--- config.mk ---
export PLATFORM = sky130hd
export DESIGN_NAME = vram_scan_arbiter_flat
export DESIGN_NICKNAME = d
export VERILOG_FILES = /design/src/rtl/vga_pkg.sv /design/src/rtl/vram_scan_arbiter_if.sv /design/src/rtl/vram_scan_arbiter_wr_fifo.sv /design/src/rtl/vram_scan_arbiter.sv /design/src/flat_wrapper.sv
export SDC_FILE = /design/constraint.sdc
export NUM_CORES = 1
export LEC_CHECK = 0
export CAP_MARGIN = 40
export CORE_MARGIN = 1.5
export CORE_UTILIZATION = 50
export CTS_BUF_LIST = sky130_fd_sc_hd__clkbuf_2 sky130_fd_sc_hd__clkbuf_4 sky130_fd_sc_hd__clkbuf_8
export DETAILED_ROUTE_END_ITERATION = 7
export PLACE_DENSITY = 0.78
export SETUP_SLACK_MARGIN = 0.3
export SLEW_MARGIN = 5
export SYNTH_ARGS = -nofsm -noshare
export SYNTH_HDL_FRONTEND = slang
export SYNTH_SLANG_ARGS = --single-unit
export TNS_END_PERCENT = 5
--- constraint.sdc ---
create_clock -name clock -period 2.7 [get_ports clock]
set_input_delay 0.54 -clock clock [delete_from_list [all_inputs] [get_ports clock]]
set_output_delay 0.54 -clock clock [all_outputs]
set_load 0.005 [all_outputs]
--- src/rtl/vga_pkg.sv ---
// Shared definitions for the 800x600 VGA tile-map path: grid geometry,
// video timing, arbiter state encoding and the cell-address helper.
package vga_pkg;

  // Tile grid: 32x32-pixel cells over an 800x600 raster.
  localparam int CELL_SHIFT = 5;
  localparam int GRID_COLS  = 25;
  localparam int GRID_ROWS  = 19;
  localparam int ADDR_W     = 9;
  localparam int DATA_W     = 4;
  localparam int CELL_COUNT = GRID_COLS * GRID_ROWS;

  // 800x600 @ 72 Hz timing on a 50 MHz pixel clock.
  localparam int H_VISIBLE = 800;
  localparam int H_FRONT   = 56;
  localparam int H_SYNC    = 120;
  localparam int H_BACK    = 64;
  localparam int H_TOTAL   = H_VISIBLE + H_FRONT + H_SYNC + H_BACK;
  localparam int V_VISIBLE = 600;
  localparam int V_FRONT   = 37;
  localparam int V_SYNC    = 6;
  localparam int V_BACK    = 23;
  localparam int V_TOTAL   = V_VISIBLE + V_FRONT + V_SYNC + V_BACK;

  // Owner of the RAM port for the command issued this cycle.
  typedef enum logic [1:0] {
    SCAN  = 2'd0,
    CLEAR = 2'd1,
    DRAIN = 2'd2,
    IDLE  = 2'd3
  } arb_state_t;

  // One queued game-logic write.
  typedef struct packed {
    logic [ADDR_W-1:0] addr;
    logic [DATA_W-1:0] data;
  } wr_entry_t;

  // Cell index under the beam; the multiply deliberately truncates to
  // ADDR_W bits, which is exact for every visible coordinate.
  function automatic logic [ADDR_W-1:0] cell_addr(input logic [10:0] row,
                                                  input logic [11:0] col);
    logic [ADDR_W-1:0] cell_row;
    logic [ADDR_W-1:0] cell_col;
    cell_row = ADDR_W'(row >> CELL_SHIFT);
    cell_col = ADDR_W'(col >> CELL_SHIFT);
    return (cell_row * ADDR_W'(GRID_COLS)) + cell_col;
  endfunction

endpackage

--- src/rtl/vram_scan_arbiter_if.sv ---
// Game-logic write port into the tile RAM arbiter (valid/ready handshake).
interface vram_scan_arbiter_if;
  import vga_pkg::*;

  logic              wr_valid;
  logic [ADDR_W-1:0] wr_addr;
  logic [DATA_W-1:0] wr_data;
  logic              wr_ready;

  // Game logic drives requests and waits for ready.
  modport master (output wr_valid, output wr_addr, output wr_data,
                  input  wr_ready);

  // Arbiter accepts requests and reports queue space.
  modport slave  (input  wr_valid, input  wr_addr, input  wr_data,
                  output wr_ready);

endinterface

--- src/rtl/vram_scan_arbiter_wr_fifo.sv ---
// Small synchronous FIFO with first-word fall-through output. Full and
// empty come straight from the registered occupancy count.
module wr_fifo #(
  parameter int WIDTH = 13,
  parameter int DEPTH = 4
) (
  input  logic             clock,
  input  logic             reset,
  input  logic             push,
  input  logic             pop,
  input  logic [WIDTH-1:0] din,
  output logic [WIDTH-1:0] dout,
  output logic             full,
  output logic             empty
);

  localparam int PTR_W = $clog2(DEPTH);

  logic [WIDTH-1:0] mem [DEPTH];
  logic [PTR_W-1:0] wr_ptr;
  logic [PTR_W-1:0] rd_ptr;
  logic [PTR_W:0]   count;
  logic             push_en;
  logic             pop_en;

  assign full    = (count == (PTR_W+1)'(DEPTH));
  assign empty   = (count == '0);
  assign push_en = push && !full;
  assign pop_en  = pop && !empty;
  assign dout    = mem[rd_ptr];

  // Pointer and occupancy bookkeeping; DEPTH is a power of two so the
  // pointers wrap naturally.
  always_ff @(posedge clock) begin
    // NOTE: sequential state uses non-blocking assignments so every flop
    // samples pre-edge values regardless of statement order.
    if (reset) begin
      wr_ptr <= '0;
      rd_ptr <= '0;
      count  <= '0;
    end else begin
      if (push_en) wr_ptr <= wr_ptr + PTR_W'(1);
      if (pop_en)  rd_ptr <= rd_ptr + PTR_W'(1);
      case ({push_en, pop_en})
        2'b10:   count <= count + (PTR_W+1)'(1);
        2'b01:   count <= count - (PTR_W+1)'(1);
        default: count <= count;
      endcase
    end
  end

  // Entry storage.
  always_ff @(posedge clock) begin
    // NOTE: storage is deliberately not reset; the pointers alone define
    // which entries are valid, so a reset storage array would be wasted logic.
    if (push_en) mem[wr_ptr] <= din;
  end

endmodule

--- src/rtl/vram_scan_arbiter.sv ---
// Arbitrates the single-port tile RAM between beam scan-out (owns the port
// during active video) and blanking-time work: the board-clear sweep first,
// then queued game-logic writes. Also forms the 3-stage pixel path.
module vram_scan_arbiter
  import vga_pkg::*;
#(
  parameter int                FIFO_DEPTH  = 4,
  parameter logic [DATA_W-1:0] CLEAR_VALUE = '0
) (
  input  logic                clock,
  input  logic                reset,
  input  logic [11:0]         display_col,
  input  logic [10:0]         display_row,
  input  logic                visible,
  vram_scan_arbiter_if.slave  wr,
  input  logic                clr_start,
  output logic                clr_busy,
  output logic                wr_err,
  output logic [ADDR_W-1:0]   ram_addr,
  output logic                ram_we,
  output logic [DATA_W-1:0]   ram_wdata,
  input  logic [DATA_W-1:0]   ram_rdata,
  output logic [DATA_W-1:0]   pix_data,
  output logic                pix_valid
);

  localparam logic [ADDR_W-1:0] LAST_CELL = ADDR_W'(CELL_COUNT - 1);

  arb_state_t        mode;
  wr_entry_t         fifo_din;
  wr_entry_t         fifo_dout;
  logic              fifo_full;
  logic              fifo_empty;
  logic              fifo_push;
  logic              fifo_pop;
  logic [ADDR_W-1:0] clr_ptr;
  logic [2:0]        vis_pipe;

  assign wr.wr_ready = !fifo_full;
  assign fifo_push   = wr.wr_valid && wr.wr_ready;
  assign fifo_din    = {wr.wr_addr, wr.wr_data};
  assign fifo_pop    = (mode == DRAIN);

  wr_fifo #(
    .WIDTH ($bits(wr_entry_t)),
    .DEPTH (FIFO_DEPTH)
  ) u_wr_fifo (
    .clock (clock),
    .reset (reset),
    .push  (fifo_push),
    .pop   (fifo_pop),
    .din   (fifo_din),
    .dout  (fifo_dout),
    .full  (fifo_full),
    .empty (fifo_empty)
  );

  // Per-cycle ownership decision: scan-out whenever the beam is visible,
  // otherwise clear beats drain.
  always_comb begin
    // NOTE: default first so every path assigns mode and no latch appears.
    mode = IDLE;
    if (visible)          mode = SCAN;
    else if (clr_busy)    mode = CLEAR;
    else if (!fifo_empty) mode = DRAIN;
  end

  // Arbiter FSM: registers the RAM command and the clear/error state.
  always_ff @(posedge clock) begin
    if (reset) begin
      ram_addr  <= '0;
      ram_we    <= 1'b0;
      ram_wdata <= '0;
      clr_busy  <= 1'b0;
      clr_ptr   <= '0;
      wr_err    <= 1'b0;
    end else begin
      ram_we <= 1'b0;
      case (mode)
        SCAN: begin
          ram_addr <= cell_addr(display_row, display_col);
        end
        CLEAR: begin
          ram_addr  <= clr_ptr;
          ram_wdata <= CLEAR_VALUE;
          ram_we    <= 1'b1;
          if (clr_ptr == LAST_CELL) begin
            clr_busy <= 1'b0;
            clr_ptr  <= '0;
          end else begin
            clr_ptr <= clr_ptr + ADDR_W'(1);
          end
        end
        DRAIN: begin
          ram_addr  <= fifo_dout.addr;
          ram_wdata <= fifo_dout.data;
          if (fifo_dout.addr < ADDR_W'(CELL_COUNT)) ram_we <= 1'b1;
          else                                      wr_err <= 1'b1;
        end
        default: ;  // IDLE: port quiet, address held
      endcase
      // A new clear is armed only from blanking and only when none is running.
      if (!visible && !clr_busy && clr_start) begin
        clr_busy <= 1'b1;
        clr_ptr  <= '0;
      end
    end
  end

  // Pixel path: RAM data registered once more; visible delayed to match.
  always_ff @(posedge clock) begin
    if (reset) begin
      vis_pipe <= '0;
      pix_data <= '0;
    end else begin
      vis_pipe <= {vis_pipe[1:0], visible};
      pix_data <= ram_rdata;
    end
  end

  assign pix_valid = vis_pipe[2];

endmodule
--- src/flat_wrapper.sv ---
// flat-port wrapper written by rule: the top's interface ports become plain ports
module vram_scan_arbiter_flat import vga_pkg::*;
#(
  parameter int                FIFO_DEPTH  = 4,
  parameter logic [DATA_W-1:0] CLEAR_VALUE = '0
)
  (clock, reset, display_col, display_row, visible, clr_start, clr_busy, wr_err, ram_addr, ram_we, ram_wdata, ram_rdata, pix_data, pix_valid, wr_wr_valid, wr_wr_addr, wr_wr_data, wr_wr_ready);
  vram_scan_arbiter_if wr_i ();
  input  logic clock;
  input  logic reset;
  input  logic [11:0] display_col;
  input  logic [10:0] display_row;
  input  logic visible;
  input  logic clr_start;
  output logic clr_busy;
  output logic wr_err;
  output logic [ADDR_W-1:0] ram_addr;
  output logic ram_we;
  output logic [DATA_W-1:0] ram_wdata;
  input  logic [DATA_W-1:0] ram_rdata;
  output logic [DATA_W-1:0] pix_data;
  output logic pix_valid;
  input wire logic [$bits(wr_i.wr_valid)-1:0] wr_wr_valid;
  input wire logic [$bits(wr_i.wr_addr)-1:0] wr_wr_addr;
  input wire logic [$bits(wr_i.wr_data)-1:0] wr_wr_data;
  output wire logic [$bits(wr_i.wr_ready)-1:0] wr_wr_ready;
  assign wr_i.wr_valid = wr_wr_valid;
  assign wr_i.wr_addr = wr_wr_addr;
  assign wr_i.wr_data = wr_wr_data;
  assign wr_wr_ready = wr_i.wr_ready;
  vram_scan_arbiter #(.FIFO_DEPTH(FIFO_DEPTH), .CLEAR_VALUE(CLEAR_VALUE)) u_core (.clock(clock), .reset(reset), .display_col(display_col), .display_row(display_row), .visible(visible), .wr(wr_i), .clr_start(clr_start), .clr_busy(clr_busy), .wr_err(wr_err), .ram_addr(ram_addr), .ram_we(ram_we), .ram_wdata(ram_wdata), .ram_rdata(ram_rdata), .pix_data(pix_data), .pix_valid(pix_valid));
endmodule
# After elaboration in Yosys (flattened, before gate mapping)
# Memories as Yosys holds them, arrays and structs flattened. A register that Yosys moved wholly into a read port is not among the register bits.
# Cells that the tools add are included.
# op_classes
multipliers,1
n_addsub,6
bitwise,1
n_mux,16
eq_ne,6
magnitude_cmp,1
n_reduce_logical,19
# op_table
op,count
9-bit case mux with 3 select lines,1
9-bit by 1-bit adder with 9-bit output (second input constant),1
9-bit by 7-bit adder with 9-bit output,1
9-bit == test (second input constant),1
9-bit < comparator (second input constant),1
6-bit by 5-bit multiplier with 9-bit output (second input constant),1
9-bit two-way mux,1
2-bit two-way mux,4
4-bit case mux with 2 select lines,1
2-bit nonzero test,4
1-bit two-way mux,7
3-bit case mux with 2 select lines,1
1-bit logical AND,5
2-bit by 1-bit adder with 2-bit output (second input constant),2
2-bit by 1-bit == test with 1-bit output (second input constant),2
2-bit == test (second input constant),2
1-bit logical NOT,4
2-bit AND reduction,2
3-bit by 1-bit adder with 3-bit output (second input constant),1
3-bit == test (second input constant),1
3-bit logical NOT,1
3-bit nonzero test,1
3-bit by 1-bit subtractor with 3-bit output (second input constant),1
2-bit logical NOT,1
other kinds (3),3
# word_totals
ram_bits,52
memories,1
output_inout_bits,22
reg_bits,39
inputBits,45
# memory_table
memory,depth,word_bits,rd,rd_clocked_by_memory_dff,wr,line_no,rtl
u_core.u_wr_fifo.mem,4,13,1,1,1,vram_scan_arbiter_wr_fifo.sv:19,logic [WIDTH-1:0] mem [DEPTH];

# Logic depth before layout (Yosys ltp)
# Gate-level depths: netlist (run 1).
# depth
word_depth,8
depth_mapped,11
ltp_nobuf,11

# Cells and area by module
# Synthesis (run 1) repeated with hierarchy kept, for this count alone.
# unflattened
hier_cells,359
area_unflattened_um2,4404.2
# modules_own_cells
mod,seq_area_each_um2,cells_each,area_each_um2,instances
wr_fifo,1741.7,121,2354.8,1
vram_scan_arbiter,640.6,238,2049.5,1

# Worst setup path before layout (run 1)
# Ideal clock, no wire load.
# synth_timing
path_kind,input -> register
startpoint,input display_row[6]
endpoint,register u_core.ram_addr[8]
setup_ns,0.122
path_buffers,0
arrival_ns,2.817
cell_stages,11
path_slack_ns,-0.239
cell_sequence,ha_1 inv_1 fa_1 fa_1 inv_1 ha_1 o21a_1 o31ai_1 a21oi_1 a32oi_1 o21ai_1
# synth_between
elab_chain_len,3
# synth_lines
element,line_no,rtl
from (decl),flat_wrapper.sv:12,input logic [10:0] display_row;
6-bit by 5-bit multiplier with 9-bit output,vga_pkg.sv:47,return (cell_row * ADDR_W'(GRID_COLS)) + cell_col;
9-bit by 7-bit adder with 9-bit output,vga_pkg.sv:47,
9-bit case mux with 3 select lines,vram_scan_arbiter.sv:79,case (mode)
to (signal assigned),vram_scan_arbiter.sv:81,"ram_addr <= cell_addr(display_row, display_col);"
to (signal assigned),vram_scan_arbiter.sv:84,ram_addr <= clr_ptr;
to (signal assigned),vram_scan_arbiter.sv:95,ram_addr <= fifo_dout.addr;
to (decl),vram_scan_arbiter.sv:19,"output logic [ADDR_W-1:0] ram_addr,"
# Every way passes these cells.
# A chain may end at the register's enable or synchronous reset.

# Worst setup path in the final report (run 1)
# layout_timing
startpoint,input display_row[7]
endpoint,register u_core.ram_addr[8]
# The elaborated chain is that of the path after synthesis.

==> results of run 1 <==
[path summary, 6_finish.rpt]
check | from | endpoint | slack (ps) | cells after the start
min | u_core.vis_pipe[1]$_SDFF_PP0_ | u_core.vis_pipe[2]$_SDFF_PP0_ | 440 | 1
max | display_row[7] | u_core.ram_addr[8]$_SDFFE_PP0P_ | 50 | 13
max reg2reg | u_core.u_wr_fifo.count[1]$_SDFFE_PP0P_ | u_core.u_wr_fifo.count[2]$_SDFFE_PP0P_ | 460 | 10
min reg2reg | u_core.vis_pipe[1]$_SDFF_PP0_ | u_core.vis_pipe[2]$_SDFF_PP0_ | 440 | 1
[state kept, by name, indices dropped and copies added (netlist names), named ones only]
signal,flops
u_core.vis_pipe,3
u_core.clr_busy,1
u_core.ram_addr,9
u_core.ram_we,1
u_core.wr_err,1
u_core.u_wr_fifo.count,3
u_core.ram_wdata,4
u_core.u_wr_fifo.mem,52
u_core.pix_data,4
u_core.clr_ptr,9
u_core.u_wr_fifo.wr_ptr,2
u_core.u_wr_fifo.rd_ptr,2
[layer usage]
layer  wire length, um  vias up
met1              3760     1427
met3               522       10
met4               146        0
li1                  -     1448
met5                 0        -
met2              4960      103
[cells in the final DEF (no fill, tap or decap), types with 3 or more instances in the layout]
| master | Yosys | layout |
|---|---|---|
| sky130_fd_sc_hd__a211oi_1 | 7 | 6 |
| sky130_fd_sc_hd__a21o_1 | 3 | 3 |
| sky130_fd_sc_hd__a21oi_1 | 21 | 18 |
| sky130_fd_sc_hd__a21oi_2 | 0 | 3 |
| sky130_fd_sc_hd__a221o_1 | 4 | 4 |
| sky130_fd_sc_hd__a22oi_1 | 4 | 4 |
| sky130_fd_sc_hd__and3_1 | 4 | 4 |
| sky130_fd_sc_hd__buf_4 | 0 | 28 |
| sky130_fd_sc_hd__clkbuf_8 | 0 | 10 |
| sky130_fd_sc_hd__clkdlybuf4s50_1 | 0 | 45 |
| sky130_fd_sc_hd__dfxtp_1 | 41 | 41 |
| sky130_fd_sc_hd__edfxtp_1 | 52 | 52 |
| sky130_fd_sc_hd__fa_1 | 7 | 5 |
| sky130_fd_sc_hd__ha_1 | 30 | 15 |
| sky130_fd_sc_hd__ha_2 | 0 | 3 |
| sky130_fd_sc_hd__ha_4 | 0 | 12 |
| sky130_fd_sc_hd__inv_1 | 26 | 21 |
| sky130_fd_sc_hd__inv_2 | 1 | 6 |
| sky130_fd_sc_hd__mux4_1 | 9 | 9 |
| sky130_fd_sc_hd__mux4_2 | 4 | 4 |
| sky130_fd_sc_hd__nand2_1 | 15 | 15 |
| sky130_fd_sc_hd__nand3_1 | 11 | 10 |
| sky130_fd_sc_hd__nand4_1 | 3 | 3 |
| sky130_fd_sc_hd__nor2_1 | 33 | 32 |
| sky130_fd_sc_hd__nor2b_1 | 8 | 7 |
| sky130_fd_sc_hd__nor3_1 | 9 | 9 |
| sky130_fd_sc_hd__o21ai_1 | 2 | 4 |
| sky130_fd_sc_hd__or3_1 | 3 | 3 |
| sky130_fd_sc_hd__xnor2_1 | 9 | 8 |
| sky130_fd_sc_hd__xor2_1 | 6 | 6 |
[through the flow]
stage | power [mW] | util (%)
2_1_floorplan | 2.72 | -
3_3_place_gp | 3.24 | 63.3
3_5_place_dp | 3.29 | 63.3
4_1_cts | 4.29 | 66.7
5_1_grt | 4.60 | 68.1
6_report | 4.35 | 68.1
[what timing repair did]
action	4_1_cts	5_1_grt
resized for setup	39	25
hold endpoints to repair	0	0
setup buffers	3	0
pin swaps	14	18
setup endpoints to repair	6	7
[power by group through the flow]
stage | clock network, mW | registers, mW | logic, mW
global placement | 0 | 1.83 | 1.41
global route | 1.06 | 1.83 | 1.72
CTS | 1.00 | 1.81 | 1.48
floorplan | 0 | 1.82 | 0.905
detailed placement | 0 | 1.84 | 1.45
finish | 0.980 | 1.81 | 1.57
[cells by family after synthesis]
family / count (synthesis) / share of synthesized area, %
xor gates and xnor gates: 15 / 3.02
DFF: 93 / 54.8
and+or+nand+nor: 97 / 10.8
muxes: 14 / 7.74
buffers and inverters: 37 / 3.48
adders and majority gates: 37 / 11.9
AOI/OAI and AO/OA: 55 / 8.29
[final cells by class]
type / count / area (um2) / area share, %
Sequential cell: 93 / 2380 / 42.1
Multi-Input combinational cell: 218 / 2050 / 36.2
Timing Repair Buffer: 85 / 781 / 13.8
Clock buffer: 11 / 145 / 2.57
Tap cell: 105 / 131 / 2.32
Inverter: 27 / 101 / 1.79
Clock inverter: 5 / 65.1 / 1.15
[critical path, stage by stage]
cell and delay, ps:
sky130_fd_sc_hd__buf_8 100, sky130_fd_sc_hd__buf_6 110, sky130_fd_sc_hd__ha_4 210, sky130_fd_sc_hd__fa_1 480, sky130_fd_sc_hd__inv_1 50, sky130_fd_sc_hd__fa_1 520
sky130_fd_sc_hd__inv_2 50, sky130_fd_sc_hd__ha_4 250, sky130_fd_sc_hd__o21a_1 150, sky130_fd_sc_hd__o31ai_4 80, sky130_fd_sc_hd__a21oi_2 160, sky130_fd_sc_hd__nand2b_4 130
sky130_fd_sc_hd__o21ai_1 50
==> flow_summary.json, run 1 <==
{
  "setup.worst_path.start_class": "primary input",
  "synth-async-reset-ratio_pct": 0,
  "placement.io_buffers": 56,
  "cts_hold_buf": 0,
  "ctsHtreeMaxLevel": 3,
  "wire_length_of_the_first_global_routing_pass_mm": 14.4,
  "core.rowCount": 33,
  "vias_in_the_first_global_route": 3055,
  "global_route.usage.met2_pct": 38.1,
  "holdWs_ps": 436,
  "run_status": "finished clean",
  "met3_usage_pct": 4.50,
  "ys_seq_elements": 93,
  "cts_max_path_buffers": 2,
  "die_area_um2": 9260,
  "tritoncts.num_buffers": 9,
  "netlist_area_um2": 4350,
  "netlist_instances": 348,
  "setup_tns_ps": 0,
  "starting_drc_count_in_detailed_routing": 168,
  "grt-ovfl-total": 0,
  "design_area_um2": 5660,
  "design.final.nets": 516,
  "fin_cells": 544,
  "synthDominantAreaCellType": "sky130_fd_sc_hd__edfxtp_1",
  "gp_congestion": 0.852,
  "grt_setup_unrepaired": "true",
  "critPathMaxFanout": 2,
  "max-vdd-ir-drop_mv": 0.413,
  "n_antenna_cell": 0,
  "synth_enable_flop_cells": 52,
  "grt_busiest_layer": "met2",
  "place_inst": 525,
  "timing.final.hold_violations": 0,
  "final.min_clock_period_ps": 2650,
  "num_io_pins": 67,
  "net-switching-power_mw": 1.38,
  "dp_hpwl_mm": 6.57,
  "initial_core_util_pct": 52.4,
  "report.final.setup_viol": 0,
  "avgSynthCellArea_um2": 12.5,
  "combPwrFrac_pct": 36.0,
  "worstPathArrival_ps": 2890,
  "internal_power_mw": 2.97,
  "drt_wl_total_mm": 9.38,
  "swShare_pct": 31.8,
  "die_x_um": 96.3,
  "synth_top_cells_by_count": "sky130_fd_sc_hd__edfxtp_1 (52), sky130_fd_sc_hd__dfxtp_1 (41), sky130_fd_sc_hd__nor2_1 (33)",
  "filler_cell_count": 602,
  "setup_ws_ps": 51.2,
  "clock-skew-final_ps": 10.2,
  "worst-slew-pin-transition_ps": 463,
  "routed-via-count": 2988,
  "class_of_the_most_critical_hold_timing_path": "reg2reg",
  "drt_pass1_iterations": 4,
  "final_max_slew_viol_count": 0,
  "endpoint_kind": "flop",
  "max_cap_violations": 0,
  "tritoncts": "yes",
  "drt_drc_violations_left": 0,
  "p_leak_nw": 2.13,
  "final.period_utilization_pct": 98.1,
  "timing_worst_setup_path_type": "in2reg",
  "track_usage_pct": 21.3,
  "fmax_mhz": 378,
  "synth.net_count": 430,
  "relSlewSlack_pct": 68.8,
  "place_ws_ps": -746,
  "synth_flop_cell": "sky130_fd_sc_hd__edfxtp_1",
  "area_growth_pct": 30.1,
  "antenna_found_initial": 0,
  "floorplan.core_area_um2": 8300,
  "postRouteAntennaNets": 0,
  "worst_skew_pair.late_latency_ps": 350,
  "wl_per_cell_um": 17.3,
  "die-height_um": 96.3,
  "largest_net_degree_at_the_start_of_global_routing": 20,
  "cp_data_required_time_ps": 2940,
  "cts.clk_slew.worst_paths_ps": 90,
  "ys_seq_area_share_pct": 54.8,
  "layout-drive-gt1-share_pct": 21.0,
  "detail_route.vias_per_cell": 5.49,
  "synth_cell_type_count": 46,
  "power.clock.fraction_pct": 22.5,
  "clock-root-buffer": "sky130_fd_sc_hd__clkbuf_8",
  "warnings_synthesis": 0,
  "yosysMostFrequentCell": "sky130_fd_sc_hd__edfxtp_1",
  "cellPowerDensity_nw_per_um2": 770,
  "post_dp_cell_area_um2": 5250,
  "clock-sinks": 93,
  "power.share.sequential_pct": 41.5,
  "synth_area_leaders": "sky130_fd_sc_hd__edfxtp_1 (36%), sky130_fd_sc_hd__dfxtp_1 (19%), sky130_fd_sc_hd__ha_1 (8.6%)",
  "met1_usage_pct": 25.2,
  "fraction_of_post_synthesis_cell_area_in_the_top_cell_type_by_area_pct": 35.9
}
No activity file was read; power rests on OpenSTA's default activity.
==> inputs of run 2 (changes only) <==
- CTS_CLUSTER_DIAMETER: default -> 80
==> results of run 2 <==
The final DEF is identical to that of run 1; final timing and power are the same.
